[config.mk]
export PLATFORM = sky130hd
export DESIGN_NAME = cdc_handshake_tx
export DESIGN_NICKNAME = d
export VERILOG_FILES = /design/src/rtl/cdc_pkg.sv /design/src/rtl/cdc_sync_bit.sv /design/src/rtl/cdc_handshake_tx.sv
export SDC_FILE = /design/constraint.sdc
export NUM_CORES = 1
export LEC_CHECK = 0
export ABC_AREA = 0
export ABC_CLOCK_PERIOD_IN_PS = 2500
export CORE_MARGIN = 5
export CORE_UTILIZATION = 40
export DETAILED_ROUTE_END_ITERATION = 8
export PLACE_DENSITY_LB_ADDON = 0.2
export SLEW_MARGIN = 10
export SYNTH_ARGS = -nofsm -noshare
export SYNTH_HDL_FRONTEND = slang
export SYNTH_SLANG_ARGS = --single-unit
[constraint.sdc]
create_clock -name clk -period 2.5 [get_ports clk]
set_input_delay 0.625 -clock clk [delete_from_list [all_inputs] [get_ports clk]]
set_output_delay 0.625 -clock clk [all_outputs]
set_load 0.01 [all_outputs]
[src/rtl/cdc_pkg.sv]
// Shared types for the req/ack CDC handshake source.
// Holds the handshake FSM encoding and the synchronizer depth floor.
package cdc_pkg;

  typedef enum logic [1:0] {
    IDLE        = 2'd0,
    WAIT_ACK_HI = 2'd1,
    WAIT_ACK_LO = 2'd2
  } cdc_state_e;

  localparam int unsigned MIN_SYNC_STAGES = 2;

endpackage

[src/rtl/cdc_sync_bit.sv]
// N-flop async-reset level synchronizer; latency STAGES clk edges, no backpressure.
module cdc_sync_bit
  import cdc_pkg::*;
#(
  parameter int unsigned STAGES = 2
) (
  input  logic clk,
  input  logic reset_n,
  input  logic d_i,
  output logic q_o
);

  // Depth below two gives no metastability settling window, so it is floored.
  localparam int unsigned N = (STAGES < MIN_SYNC_STAGES) ? MIN_SYNC_STAGES : STAGES;

  logic [N-1:0] pipe_q;

  always_ff @(posedge clk or negedge reset_n) begin
    if (!reset_n) begin
      pipe_q <= '0;
    end else begin
      pipe_q <= {pipe_q[N-2:0], d_i};
    end
  end

  assign q_o = pipe_q[N-1];

endmodule

[src/rtl/cdc_handshake_tx.sv]
// Source side of a 4-phase req/ack crossing; round trip 2*(SYNC_STAGES+1) edges plus far-side delay.
// in_ready drops for the whole handshake and while a stale ack is still seen high.
module cdc_handshake_tx
  import cdc_pkg::*;
#(
  parameter int unsigned DATA_WIDTH     = 8,
  parameter int unsigned SYNC_STAGES    = 2,
  parameter int unsigned TIMEOUT_CYCLES = 1024,
  parameter int unsigned COUNT_WIDTH    = 16
) (
  input  logic                   clk,
  input  logic                   reset_n,
  input  logic [DATA_WIDTH-1:0]  in_data,
  input  logic                   in_valid,
  output logic                   in_ready,
  output logic [DATA_WIDTH-1:0]  cdc_data,
  output logic                   cdc_req,
  input  logic                   cdc_ack,
  output logic                   done,
  output logic                   busy,
  output logic                   timeout_err,
  input  logic                   err_clr,
  output logic [COUNT_WIDTH-1:0] xfer_count
);

  localparam int unsigned WCNT_W = (TIMEOUT_CYCLES > 0) ? $clog2(TIMEOUT_CYCLES + 1) : 1;
  localparam logic [WCNT_W-1:0] WCNT_MAX = WCNT_W'(TIMEOUT_CYCLES);

  cdc_state_e             state_q, state_d;
  logic                   req_q, req_d;
  logic [DATA_WIDTH-1:0]  data_q, data_d;
  logic                   done_q, done_d;
  logic                   err_q, err_d;
  logic [COUNT_WIDTH-1:0] xfer_q, xfer_d;
  logic [WCNT_W-1:0]      wcnt_q, wcnt_d;
  logic                   ack_sync;
  logic                   waiting;
  logic                   timeout_hit;

  cdc_sync_bit #(
    .STAGES (SYNC_STAGES)
  ) u_ack_sync (
    .clk     (clk),
    .reset_n (reset_n),
    .d_i     (cdc_ack),
    .q_o     (ack_sync)
  );

  // A high ack_sync in IDLE means the far side has not released yet.
  assign in_ready = (state_q == IDLE) && !ack_sync;

  always_comb begin
    state_d = state_q;
    req_d   = req_q;
    data_d  = data_q;
    done_d  = 1'b0;
    xfer_d  = xfer_q;
    waiting = 1'b0;
    case (state_q)
      IDLE: begin
        if (in_valid && in_ready) begin
          data_d  = in_data;
          req_d   = 1'b1;
          state_d = WAIT_ACK_HI;
        end
      end
      WAIT_ACK_HI: begin
        if (ack_sync) begin
          req_d   = 1'b0;
          state_d = WAIT_ACK_LO;
        end else begin
          waiting = 1'b1;
        end
      end
      WAIT_ACK_LO: begin
        if (!ack_sync) begin
          state_d = IDLE;
          done_d  = 1'b1;
          xfer_d  = xfer_q + COUNT_WIDTH'(1);
        end else begin
          waiting = 1'b1;
        end
      end
      default: begin
        state_d = IDLE;
        req_d   = 1'b0;
      end
    endcase
  end

  always_comb begin
    wcnt_d = wcnt_q;
    if (state_d != state_q) begin
      wcnt_d = '0;
    end else if (waiting && (wcnt_q != WCNT_MAX)) begin
      wcnt_d = wcnt_q + WCNT_W'(1);
    end
    // Flags on the edge the counter reaches the limit; stays asserted while saturated.
    timeout_hit = (TIMEOUT_CYCLES != 0) && waiting && (wcnt_d == WCNT_MAX);
    err_d = err_q;
    if (timeout_hit) begin
      err_d = 1'b1;
    end else if (err_clr) begin
      err_d = 1'b0;
    end
  end

  always_ff @(posedge clk or negedge reset_n) begin
    if (!reset_n) begin
      state_q <= IDLE;
      req_q   <= 1'b0;
      data_q  <= '0;
      done_q  <= 1'b0;
      err_q   <= 1'b0;
      xfer_q  <= '0;
      wcnt_q  <= '0;
    end else begin
      state_q <= state_d;
      req_q   <= req_d;
      data_q  <= data_d;
      done_q  <= done_d;
      err_q   <= err_d;
      xfer_q  <= xfer_d;
      wcnt_q  <= wcnt_d;
    end
  end

  assign cdc_data    = data_q;
  assign cdc_req     = req_q;
  assign done        = done_q;
  assign busy        = (state_q != IDLE);
  assign timeout_err = err_q;
  assign xfer_count  = xfer_q;

endmodule

---- Word-level counts from Yosys, hierarchy flattened ----
Index checks and enable logic that the tools add are counted.
cells by class
  $add $sub $neg .......................... 2
  eq/ne operators ......................... 7
  mux-type cells .......................... 15
  bitwise gates (word level) .............. 2
  reduce and logical (&&, ||, !) cells .... 11
operators with widths
  kind                                                    count
  two-way mux 11 bit                                      2
  adder 16 x 1 -> 16 bit (second input constant)          1
  adder 11 x 1 -> 11 bit (second input constant)          1
  equality test 11 bit (second input constant)            1
  inequality test 11 bit (second input constant)          1
  two-way mux 1 bit                                       7
  two-way mux 2 bit                                       3
  case mux 2 bit (3 select lines)                         1
  logical AND 1 bit                                       4
  inequality test 2 x 1 -> 1 bit (second input constant)  2
  AND reduction 2 bit                                     2
  nonzero test 2 bit                                      2
  case mux 1 bit (3 select lines)                         1
  AND reduction 3 bit                                     1
  equality test 2 x 1 -> 1 bit (second input constant)    1
  equality test 2 bit (second input constant)             1
  logical NOT 2 bit                                       1
  inequality test 2 bit                                   1
  NOT 1 bit                                               2
  case mux 1 bit (2 select lines)                         1
  logical NOT 1 bit                                       1
word-level totals
  register bits ........................... 42
  logic and storage cells ................. 45

---- Longest topological paths before layout ----
  depth in word-level cells ............... 10
  gate-level depth with buffers ........... 7
  gate-level depth less buffers ........... 7

---- By module ----
From an unflattened synthesis, not the netlist that was laid out.
second synthesis, totals
  cell total of the unflattened synthesis .. 183
  area, all modules ....................... 2030.7 um^2
modules (own cells, without submodules)
  module            times used  cells an instance  area each (um^2)
  cdc_handshake_tx  1           181                1980.6
  cdc_sync_bit      1           2                  50.0

---- Least setup slack after synthesis ----
Ideal clock, no wire load.
  path type ............................... register to register
  start point ............................. register u_ack_sync.pipe_q[1]
  end point ............................... register err_q, in the netlist timeout_err
  arrival time ............................ 2396 ps
  data required time ...................... 2397 ps
  setup slack ............................. 0 ps
  cell stages (with the launch flop) ...... 8
  path buffers ............................ 1
  period minus slack after synthesis ...... 2500 ps
  cells stage by stage .................... dfrtp_1 > buf_2 > or3b_4 > a2111oi_0 > xnor2_1 > nor2_1 > or4_1 > o41ai_2
on the way
  longest elaborated chain between the ends .. 10
  elaborated cells between the ends (all ways) .. 18
  classes of those cells .................. 2 x eq/ne; 10 x mux; 6 x reduce/logical
ends and longest elaborated chain
  element                                                         line                     RTL
  start, declared                                                 cdc_sync_bit.sv:16       logic [N-1:0] pipe_q;
  start signal, assigned                                          cdc_sync_bit.sv:22       pipe_q <= {pipe_q[N-2:0], d_i};
  logical NOT 1 bit                                               n/a
  logical AND 1 bit                                               cdc_handshake_tx.sv:50   assign in_ready = (state_q == IDLE) && !ack_sync;
  logical AND 1 bit                                               cdc_handshake_tx.sv:61   if (in_valid && in_ready) begin
  two-way mux 2 bit                                               cdc_handshake_tx.sv:61
  case mux 2 bit (3 select lines)                                 cdc_handshake_tx.sv:59   case (state_q)
  inequality test 2 bit                                           cdc_handshake_tx.sv:93   if (state_d != state_q) begin
  two-way mux 11 bit *                                            cdc_handshake_tx.sv:93
  net wcnt_d[7]                                                   cdc_handshake_tx.sv:35   logic [WCNT_W-1:0] wcnt_q, wcnt_d;
  equality test 11 bit *                                          cdc_handshake_tx.sv:99   timeout_hit = (TIMEOUT_CYCLES != 0) && waiting && (wcnt_d == WCNT_MAX);
  logical AND 1 bit *                                             cdc_handshake_tx.sv:99
  two-way mux 1 bit / nonzero test 2 bit (equally long branches)  n/a
  end signal, assigned                                            cdc_handshake_tx.sv:122  err_q <= err_d;
  end, declared                                                   cdc_handshake_tx.sv:33   logic err_q, err_d;
Mark *: on every way through the listed nets, which the timed path passes. The rest lies on a longest branch.
A chain may end at the register's enable or synchronous reset.

---- Worst setup path in the final report ----
  start point ............................. register wcnt_q[0]
  end point ............................... register err_q, in the netlist timeout_err
on the way
  longest elaborated chain between the ends .. 7
  elaborated cells between the ends (all ways) .. 9
  classes of those cells .................. 1 x add/sub; 2 x eq/ne; 3 x mux; 3 x reduce/logical
ends and longest elaborated chain
  element                                                                         line                     RTL
  start, declared                                                                 cdc_handshake_tx.sv:35
  start signal, assigned                                                          cdc_handshake_tx.sv:124  wcnt_q <= wcnt_d;
  parallel branches: the longest is 2 deep, another holds adder 11 x 1 -> 11 bit  n/a
  two-way mux 11 bit *                                                            cdc_handshake_tx.sv:95   end else if (waiting && (wcnt_q != WCNT_MAX)) begin
  two-way mux 11 bit *                                                            cdc_handshake_tx.sv:93
  equality test 11 bit *                                                          cdc_handshake_tx.sv:99
  logical AND 1 bit *                                                             cdc_handshake_tx.sv:99
  two-way mux 1 bit / nonzero test 2 bit (equally long branches)                  n/a
Every way passes the cells marked *.

==> impl_metrics.tcl <==
set metrics [dict create \
    outcome "completed" \
    yosysTopAreaCell "dfrtp_1" \
    wl_um 4288 \
    drc 0 \
    slew-limit-headroom_pct 62.33 \
    critPathLaunchType "flip-flop" \
    syn_area_per_cell_sq_um 11.09 \
    highest_layer "met4" \
    postCtsSetupBuffers 0 \
    fin_area_sq_um 2734 \
    antenna_found_initial 0 \
    placed_area_sq_um 2562 \
    dieArea_sq_um 6505 \
    track_usage_pct 14.71 \
    clkTransAtPathRegs_ps 80 \
    hold_ws_ps 380.8 \
    io_buffers 41 \
    yosys-top-cells-area "dfrtp_1, xnor2_1, mux2_2" \
    syn_area_sq_um 1997 \
    cp_num_buf_inv 0 \
    syn2layout_area_growth_pct 36.90 \
    drtAntennaViolNets 0 \
    synthArstFlopShare_pct 100.0 \
    first_iter_violations 81 \
    synth_ff_type "dfrtp_1" \
    power_density_nw_per_um2 698.2 \
    vias_per_cell 4.689 \
    fill_cells 420 \
    met3WireLength_um 117 \
    synth_top_area_share_pct 52.63 \
    io_pins 42 \
    clkLatencyLatePin_ps 290 \
    ys_ff_latch 42 \
    finalSetupTns_ps 0 \
    nets 253 \
    drive_above_1_share_pct 18.91 \
    worstMarginPinSlew_ps 559.8 \
    fin_skew_ps 6.564 \
    htreeDepth 2 \
    ys_seq_area_share_pct 52.63 \
    cp_slowest_stage_delay_ps 420 \
    ir_drop_v 0.0003827 \
    rows 25 \
    drv_slew 0 \
    cts_buffers 5 \
    syn_inst 180 \
    grt_max_degree 43 \
    crit_cells 7 \
    num_antenna_cells 0 \
    ctsResizeCount 0 \
    hold_viol 0 \
    clock_path_buffers 2 \
    finalSetupViolations 0 \
    worstPathRequired_ps 2690 \
    worstPathCellList "ha_1, and4b_1, o21ai_2, nor4_1, mux2_2, or4_1, o41ai_2" \
    globalplace.congestion 0.7821 \
    maxCapViolCount 0 \
    synth-edff-count 0 \
    yosysWarnings 0 \
    cts_root_buffer "clkbuf_8" \
    cts_sinks 42 \
    final_cell_mix "dfrtp_1, clkdlybuf4s50_1, nor2_1, xnor2_1, buf_4" \
    mostFrequentLayoutCell "dfrtp_1" \
    dp_hpwl_um 3012 \
    die_h_um 80.66 \
    holdPathStages 0 \
    p_leak_nw 1.134 \
    fmax_mhz 425.3 \
    crit_family "simple AND/OR/NAND/NOR gates" \
    worstSetupPathType "flip-flop to flip-flop" \
    fin_crit_sh_pct 94.05 \
    path_max_fanout 4 \
    design.core.area_sq_um 4786 \
    grt_pass1_vias 1507 \
    synth_cell_type_count 42 \
    arrival_ps 2540 \
    grt_pass1_wl_um 7272 \
    chipWidth_um 80.66 \
    wl_met1_um 2113 \
    avgRoutedWirePerCell_um 14.06 \
    fin_crit_ps 2351 \
    wl_met2_um 1973 \
    grt-ovfl-total 0 \
    end_kind "flip-flop" \
    min_path_type "flip-flop to flip-flop" \
    worstRegToRegCells 7 \
    cp_slowest_cell "or4_1" \
    initial_core_util_pct 41.73 \
    grt_setup_unrepaired "false" \
    first_pass_iters 4 \
    syn_nets 196 \
    via_count 1430 \
    cts_tree "built" \
    hold_buffers 0 \
]
worst register-to-register path, delay by kind of cell (launching register included):
| family | cells | cell delay (ps) |
|---|---|---|
| adder cells (fa/ha/maj) | 1 | 270 |
| flip-flops | 1 | 410 |
| AND/OR/NAND/NOR | 3 | 780 |
| AO/OA/AOI/OAI | 2 | 510 |
| multiplexers | 1 | 280 |
sequential cells by signal, summed over array words and instances (netlist names):
signal             flops
wcnt_q                11
cdc_data               8
state_q                2
timeout_err            1
u_ack_sync.pipe_q      2
xfer_count            16
cdc_req                1
done                   1
where the power goes:
part	total (mW)	switching, mW	internal, mW
clock network	0.658	0.232	0.426
logic	0.422	0.172	0.250
registers	0.828	0.0669	0.762
total	1.91	0.471	1.44
kinds of logic (layout without fill, tap and decap cells):
group | Yosys count | count (layout) | share of synthesized area, %
adder cells (fa/ha/maj) | 3 | 3 | 1.880
XOR/XNOR | 27 | 27 | 11.84
AO/OA/AOI/OAI | 13 | 13 | 4.825
flip-flops | 42 | 42 | 52.63
buffers and inverters | 10 | 68 | 2.381
AND/OR/NAND/NOR | 75 | 75 | 20.80
multiplexers | 10 | 10 | 5.639
metrics by stage:
step	power, mW	setup slack (ps)	std cells	util, %
2_1_floorplan	1.022	0.3970	180	-
3_3_place_gp	1.260	-3.074	297	53.54
3_5_place_dp	1.263	-60.14	297	53.54
4_1_cts	1.935	17.27	305	56.52
5_1_grt	2.015	2.482	305	57.12
6_report	1.909	148.8	305	57.12
worst paths after layout:
path / start / to / slack, ps
min in group asynchronous: reset_n / state_q[1] / 390
max: wcnt_q[0] / timeout_err / 150
max in group asynchronous: reset_n / wcnt_q[5] / 1730
max reg2reg: wcnt_q[0] / timeout_err / 150
min: u_ack_sync.pipe_q[0] / u_ack_sync.pipe_q[1] / 380
min reg2reg: u_ack_sync.pipe_q[0] / u_ack_sync.pipe_q[1] / 380
synth_stat cells, types with 2 or more instances:
cell	count
xor2_1	8
nand2_1	11
nor3_1	5
nor3b_1	2
inv_1	5
and2_1	2
xnor2_1	19
and3_1	4
buf_2	2
nor2_1	19
dfrtp_1	42
o21ai_0	2
nand3_1	11
clkbuf_1	2
mux2_2	10
ha_1	3
a21oi_1	3
nand2b_1	3
nand4_1	4
area by class of cell:
cell class	count	area, sq um	share of cell area, %
Sequential cell	42	1051	38.44
Clock buffer	6	82.58	3.021
Inverter	5	18.77	0.6865
Timing Repair Buffer	55	510.5	18.67
Clock inverter	2	60.06	2.197
Multi-Input combinational cell	128	927.1	33.91
Tap cell	67	83.83	3.066
per-layer routing:
metal  vias to the layer above  GRT usage (%)
li1                        728              -
met4                         0          5.743
met3                         6          3.700
met2                        21          22.27
met5                         -              0
met1                       675          20.11
(Power assumes the default switching activity.)
